## src/rtl/sysid_probe_pkg.sv

```systemverilog
// Shared types and constants for the sysid probe master.
// Word map of the sysid slave, stall counter width and the FSM state encoding.
package sysid_probe_pkg;

  localparam int unsigned DATA_W  = 32;
  localparam int unsigned STALL_W = 16;

  localparam logic ADDR_ID = 1'b0;
  localparam logic ADDR_TS = 1'b1;

  typedef enum logic [2:0] {
    IDLE,
    RD_ID,
    LAT_ID,
    RD_TS,
    LAT_TS,
    DONE
  } state_t;

  // Sticky result flags reported for one probe.
  typedef struct packed {
    logic id_ok;
    logic ts_ok;
    logic timeout;
  } probe_status_t;

  function automatic logic is_busy(input state_t s);
    return !((s == IDLE) || (s == DONE));
  endfunction

endpackage

```

## src/rtl/sysid_probe_lat_pipe.sv

```systemverilog
// Delays the read-accept pulse by READ_LATENCY cycles to form the data capture strobe.
// A latency of zero turns the strobe into the accept pulse itself.
module sysid_probe_lat_pipe #(
  parameter int unsigned READ_LATENCY = 0
) (
  input  logic clock,
  input  logic reset_n,
  input  logic accept,
  output logic capture_c
);

  if (READ_LATENCY == 0) begin : g_direct
    logic unused_clk_rst;
    assign unused_clk_rst = clock ^ reset_n;
    assign capture_c      = accept;
  end else begin : g_pipe
    logic [READ_LATENCY-1:0] pipe;

    // Reset empties the pipe so no in-flight read can be captured after release.
    always_ff @(posedge clock or negedge reset_n) begin
      if (!reset_n) begin
        pipe <= '0;
      end else begin
        pipe <= (pipe << 1) | READ_LATENCY'(accept);
      end
    end

    assign capture_c = pipe[READ_LATENCY-1];
  end

endmodule

```

## src/rtl/sysid_probe_master.sv

```systemverilog
// Avalon-MM master that reads the sysid slave's ID and timestamp words and
// compares them with the expected build values, reporting pass/fail/timeout.
module sysid_probe_master
  import sysid_probe_pkg::*;
#(
  parameter logic [31:0] EXPECTED_ID    = 32'd0,
  parameter logic [31:0] EXPECTED_TS    = 32'd1457990783,
  parameter int unsigned READ_LATENCY   = 0,
  parameter int unsigned TIMEOUT_CYCLES = 255,
  parameter bit          AUTO_START     = 1'b1
) (
  input  logic              clock,
  input  logic              reset_n,
  input  logic              start,
  output logic              avm_address,
  output logic              avm_read,
  input  logic              avm_waitrequest,
  input  logic [DATA_W-1:0] avm_readdata,
  output logic              busy,
  output logic              done,
  output logic              id_ok,
  output logic              ts_ok,
  output logic              timeout,
  output logic [DATA_W-1:0] id_value,
  output logic [DATA_W-1:0] ts_value
);

  state_t               state, state_d;
  logic                 armed, armed_d;
  logic [STALL_W-1:0]   stall_cnt, stall_cnt_d;
  logic [STALL_W-1:0]   stall_inc_c;
  probe_status_t        status, status_d;
  logic [DATA_W-1:0]    id_value_d, ts_value_d;
  logic                 avm_read_d, avm_address_d, busy_d, done_d;
  logic                 accept_c, capture_c, stall_limit_c;

  assign accept_c      = ((state == RD_ID) || (state == RD_TS)) && !avm_waitrequest;
  assign stall_inc_c   = stall_cnt + STALL_W'(1);
  assign stall_limit_c = avm_waitrequest && (stall_inc_c == STALL_W'(TIMEOUT_CYCLES));

  sysid_probe_lat_pipe #(
    .READ_LATENCY (READ_LATENCY)
  ) u_lat_pipe (
    .clock     (clock),
    .reset_n   (reset_n),
    .accept    (accept_c),
    .capture_c (capture_c)
  );

  // Next-state and next-output logic.
  always_comb begin
    state_d     = state;
    armed_d     = armed;
    stall_cnt_d = stall_cnt;
    status_d    = status;
    id_value_d  = id_value;
    ts_value_d  = ts_value;

    case (state)
      IDLE: begin
        if (start || armed) begin
          state_d     = RD_ID;
          armed_d     = 1'b0;
          stall_cnt_d = '0;
        end
      end

      RD_ID: begin
        if (!avm_waitrequest) begin
          if (capture_c) begin
            id_value_d     = avm_readdata;
            status_d.id_ok = (avm_readdata == EXPECTED_ID);
            stall_cnt_d    = '0;
            state_d        = RD_TS;
          end else begin
            state_d = LAT_ID;
          end
        end else begin
          stall_cnt_d = stall_inc_c;
          if (stall_limit_c) begin
            status_d.timeout = 1'b1;
            status_d.id_ok   = 1'b0;
            status_d.ts_ok   = 1'b0;
            state_d          = DONE;
          end
        end
      end

      LAT_ID: begin
        if (capture_c) begin
          id_value_d     = avm_readdata;
          status_d.id_ok = (avm_readdata == EXPECTED_ID);
          stall_cnt_d    = '0;
          state_d        = RD_TS;
        end
      end

      RD_TS: begin
        if (!avm_waitrequest) begin
          if (capture_c) begin
            ts_value_d     = avm_readdata;
            status_d.ts_ok = (avm_readdata == EXPECTED_TS);
            state_d        = DONE;
          end else begin
            state_d = LAT_TS;
          end
        end else begin
          stall_cnt_d = stall_inc_c;
          if (stall_limit_c) begin
            status_d.timeout = 1'b1;
            status_d.ts_ok   = 1'b0;
            state_d          = DONE;
          end
        end
      end

      LAT_TS: begin
        if (capture_c) begin
          ts_value_d     = avm_readdata;
          status_d.ts_ok = (avm_readdata == EXPECTED_TS);
          state_d        = DONE;
        end
      end

      DONE: begin
        if (start) begin
          status_d    = '0;
          stall_cnt_d = '0;
          state_d     = RD_ID;
        end
      end

      default: begin
        state_d = IDLE;
      end
    endcase

    // Bus and status outputs are registered copies of the next-state decode.
    avm_read_d    = (state_d == RD_ID) || (state_d == RD_TS);
    avm_address_d = ((state_d == RD_TS) || (state_d == LAT_TS)) ? ADDR_TS : ADDR_ID;
    busy_d        = is_busy(state_d);
    done_d        = (state_d == DONE);
  end

  always_ff @(posedge clock or negedge reset_n) begin
    if (!reset_n) begin
      state       <= IDLE;
      armed       <= AUTO_START;
      stall_cnt   <= '0;
      status      <= '0;
      id_value    <= '0;
      ts_value    <= '0;
      avm_read    <= 1'b0;
      avm_address <= ADDR_ID;
      busy        <= 1'b0;
      done        <= 1'b0;
    end else begin
      state       <= state_d;
      armed       <= armed_d;
      stall_cnt   <= stall_cnt_d;
      status      <= status_d;
      id_value    <= id_value_d;
      ts_value    <= ts_value_d;
      avm_read    <= avm_read_d;
      avm_address <= avm_address_d;
      busy        <= busy_d;
      done        <= done_d;
    end
  end

  assign id_ok   = status.id_ok;
  assign ts_ok   = status.ts_ok;
  assign timeout = status.timeout;

endmodule

```

## config.mk

```make
export PLATFORM = sky130hd
export DESIGN_NAME = sysid_probe_master
export DESIGN_NICKNAME = d
export VERILOG_FILES = /design/src/rtl/sysid_probe_pkg.sv /design/src/rtl/sysid_probe_lat_pipe.sv /design/src/rtl/sysid_probe_master.sv
export SDC_FILE = /design/constraint.sdc
export NUM_CORES = 1
export LEC_CHECK = 0
export ABC_AREA = 1
export CAP_MARGIN = 20
export CORE_AREA = 2 2 101 103
export CTS_CLUSTER_SIZE = 28
export DETAILED_ROUTE_END_ITERATION = 8
export DIE_AREA = 0 0 103 105
export GPL_TIMING_DRIVEN = 0
export MAX_ROUTING_LAYER = met4
export PLACE_DENSITY = 0.84
export REMOVE_ABC_BUFFERS = 1
export SLEW_MARGIN = 30
export SYNTH_ARGS = -nofsm -noshare
export SYNTH_HDL_FRONTEND = slang
export SYNTH_SLANG_ARGS = --single-unit
```

## constraint.sdc

```tcl
create_clock -name clock -period 2.25 [get_ports clock]
set_input_delay 0.675 -clock clock [delete_from_list [all_inputs] [get_ports clock]]
set_output_delay 0.675 -clock clock [all_outputs]
set_load 0.05 [all_outputs]
```

==> summary.txt <==
Timing
  – Hold slack: 0.203 ns
  – Setup TNS: 0 ns
  – Skew final: 0.0116 ns
  – Final period util: 0.986
  – Final setup vio count: 0
  – Minimum clock period: 2.22 ns
  – Max-slew violation total from the final report: 0
  – Hold Vio Cnt, Final: 0
  – Slew margin rel.: 0.627
  – Slew at the pin closest to its max-slew limit: 0.558 ns
  – Fmax: 0.451 GHz

Global route
  – Global Route met1 Usage: 0.281
  – Met2 GRT Util: 0.334
  – Total GRT Usage: 0.216
  – Largest net degree at the start of global routing: 66
  – Met3 global-route usage: 0.0562
  – Number of global-route vias before repair: 3749
  – Overflow after GRT: 0
  – First-pass GRT wire length: 18000 µm
  – Initial antenna violation count: 0
  – Top Usage Layer GRT: met2

Placed design
  – Port Buffer Count: 106
  – HPWL Detailed: 7920 µm
  – GP Congestion: 0.860

Synthesis
  – Post-synthesis cell area: 4300 µm²
  – Top FF cell, synth: dfrtp_1
  – Syn avg cell area: 8.23 µm²
  – Leading area contributor after synthesis: dfrtp_1
  – Most common cell in the netlist: nand2_1
  – Top-area cell type share of the netlist area: 0.524
  – Post-synth EDFFs: 0
  – Ys async rst share: 1.00
  – Yosys reg bits: 91
  – Synth Instances: 522
  – Distinct cells, synth: 36
  – Area contributors post-synth: dfrtp_1 (52%), nand2_1 (13%), o21ai_0 (5.8%), inv_1 (5.4%), o21ai_1 (3.3%)
  – YS warnings: 0
  – Synth top cells by count: nand2_1 (148), dfrtp_1 (90), inv_1 (62)
  – Sequential-to-total area share from yosys stat: 0.530

Clock tree
  – Clock buffer depth: 2
  – Clock Sinks: 91
  – TritonCTS buffer count: 9
  – Root Buffer: clkbuf_8
  – Post-CTS Hold Fix Bufs: 0
  – Clock Latency Late Sink: 0.37 ns
  – CTS tree: built
  – CTS clk-pin slew, worst paths: 0.09 ns
  – H-Tree Level Count: 3

Floorplan
  – Initial core utilization: 0.446
  – IO Pins: 107
  – Site Rows: 36
  – Die Y: 105 µm
  – Core area: 9640 µm²
  – Die ar.: 10800 µm²
  – Die Width: 103 µm

Hold path
  – Hold Crit Class: in -> async

Power and ir drop
  – VDD IR max: 0.000974 V
  – Power per Cell Area: 1470 nW/µm²
  – Leakage Power: 0.00321 µW
  – Total power: 8590 µW

Critical path
  – Crit path arrival time: 1.54 ns
  – CP Launch Type: flop
  – Slowest library cell on the worst path: clkdlybuf4s50_1
  – Crit path cell chain: clkdlybuf4s50_1
  – Data required time of the critical path: 1.57 ns
  – CP Class: reg -> out
  – Crit-path max FO: 2
  – CP endpoint kind: output port
  – Crit path largest cell delay: 0.81 ns
  – CP top delay family: buffers and inverters
  – Worst path buffer plus inverter count: 1

Route
  – Detailed Route WL: 11100 µm
  – Vias: 3902
  – Antenna-violating nets left: 0
  – 1st-iter DRT viols: 350
  – DRC: 0
  – Vias per cell: 5.10
  – Wire per inst: 14.6 µm
  – Pre-antenna DRT Iters: 6

Outcome
  – Outcome: completed

Cells and area
  – Fin util: 0.607
  – Share of layout cells above drive strength 1: 0.0965
  – Diodes inserted: 0
  – Area growth, synth to finish: 36.1%
  – Final nets: 666

Flow run
  – Max Cap Violations: 0
stage by stage:
stage / instance area, µm² / worst slack (ns) / instances
2_1_floorplan: 4210 / 0.131 / 505
3_3_place_gp: 5430 / -2.68 / 744
3_5_place_dp: 5470 / -0.434 / 745
4_1_cts: 5660 / 0.00477 / 762
5_1_grt: 5850 / -0.0145 / 765
6_report: 5850 / 0.0307 / 765
what timing repair did:
action,CTS,global route
pin swaps,1,1
resized for setup,6,52
endpoints found under the setup margin,8,81
setup buffers,2,3
flip-flops by register name, summed over array words and instances (netlist names), 3 cells and up:
register,cells
id_value,32
stall_cnt,16
state,3
ts_value,32
logic make-up (layout without fill, tap and decap cells):
group / Yosys count / after routing / synth area share
and+or+nand+nor: 249 / 249 / 0.267
adders and majority gates: 2 / 2 / 0.00582
DFF: 91 / 91 / 0.530
AOI/OAI and AO/OA: 92 / 92 / 0.114
buffers and inverters: 88 / 198 / 0.0836
per-layer routing:
metal	share of wire	vias to the layer above	wire length, µm
met1	0.42	1869	4700
met4	0.019	0	208
met5	0	-	0
met3	0.054	16	602
met2	0.51	126	5640
li1	-	1891	-
power by group:
group | internal, µW | total [µW] | leakage (µW) | switching (µW)
logic | 1510 | 4900 | 0.00197 | 3390
clock network | 409 | 1020 | 0.0000840 | 614
registers | 2270 | 2660 | 0.00116 | 392
cell usage in the layout, fill, tap and decap left out, types with 5 or more instances in the layout:
master,n
dfrtp_1,89
nand4_1,13
o22ai_1,8
inv_1,62
nor2_2,8
o21ai_1,28
nand2_2,5
nand3_1,24
clkbuf_8,9
o21ai_0,50
nand2_1,146
inv_2,7
clkdlybuf4s50_1,59
dlymetal6s2s_1,42
nor2_1,28
nor4_1,8
layout make-up:
cell class	instances	area, µm²
Clock inverter	6	48.8
Timing Repair Buffer	112	1240
Tap cell	133	166
Sequential cell	91	2280
Inverter	71	293
Multi-Input combinational cell	343	1700
Clock buffer	9	124
Fill cell	840	3790
path summary, 6_finish.rpt:
| check | start | cells past startpoint | endpoint | slack, ns |
|---|---|---|---|---|
| min | reset_n | 1 | ts_value[29]$_DFFE_PN0P_ | 0.20 |
| max in group asynchronous | reset_n | 2 | armed$_DFFE_PN1P_ | 1.41 |
| max reg2reg | stall_cnt[1]$_DFFE_PN0P_ | 13 | busy$_DFF_PN0_ | 0.17 |
| min reg2reg | armed$_DFFE_PN1P_ | 2 | armed$_DFFE_PN1P_ | 0.49 |
| min in group clock | armed$_DFFE_PN1P_ | 2 | armed$_DFFE_PN1P_ | 0.49 |
| max | ts_value[8]$_DFFE_PN0P_ | 1 | ts_value[8] | 0.03 |
(Power assumes the default switching activity.)
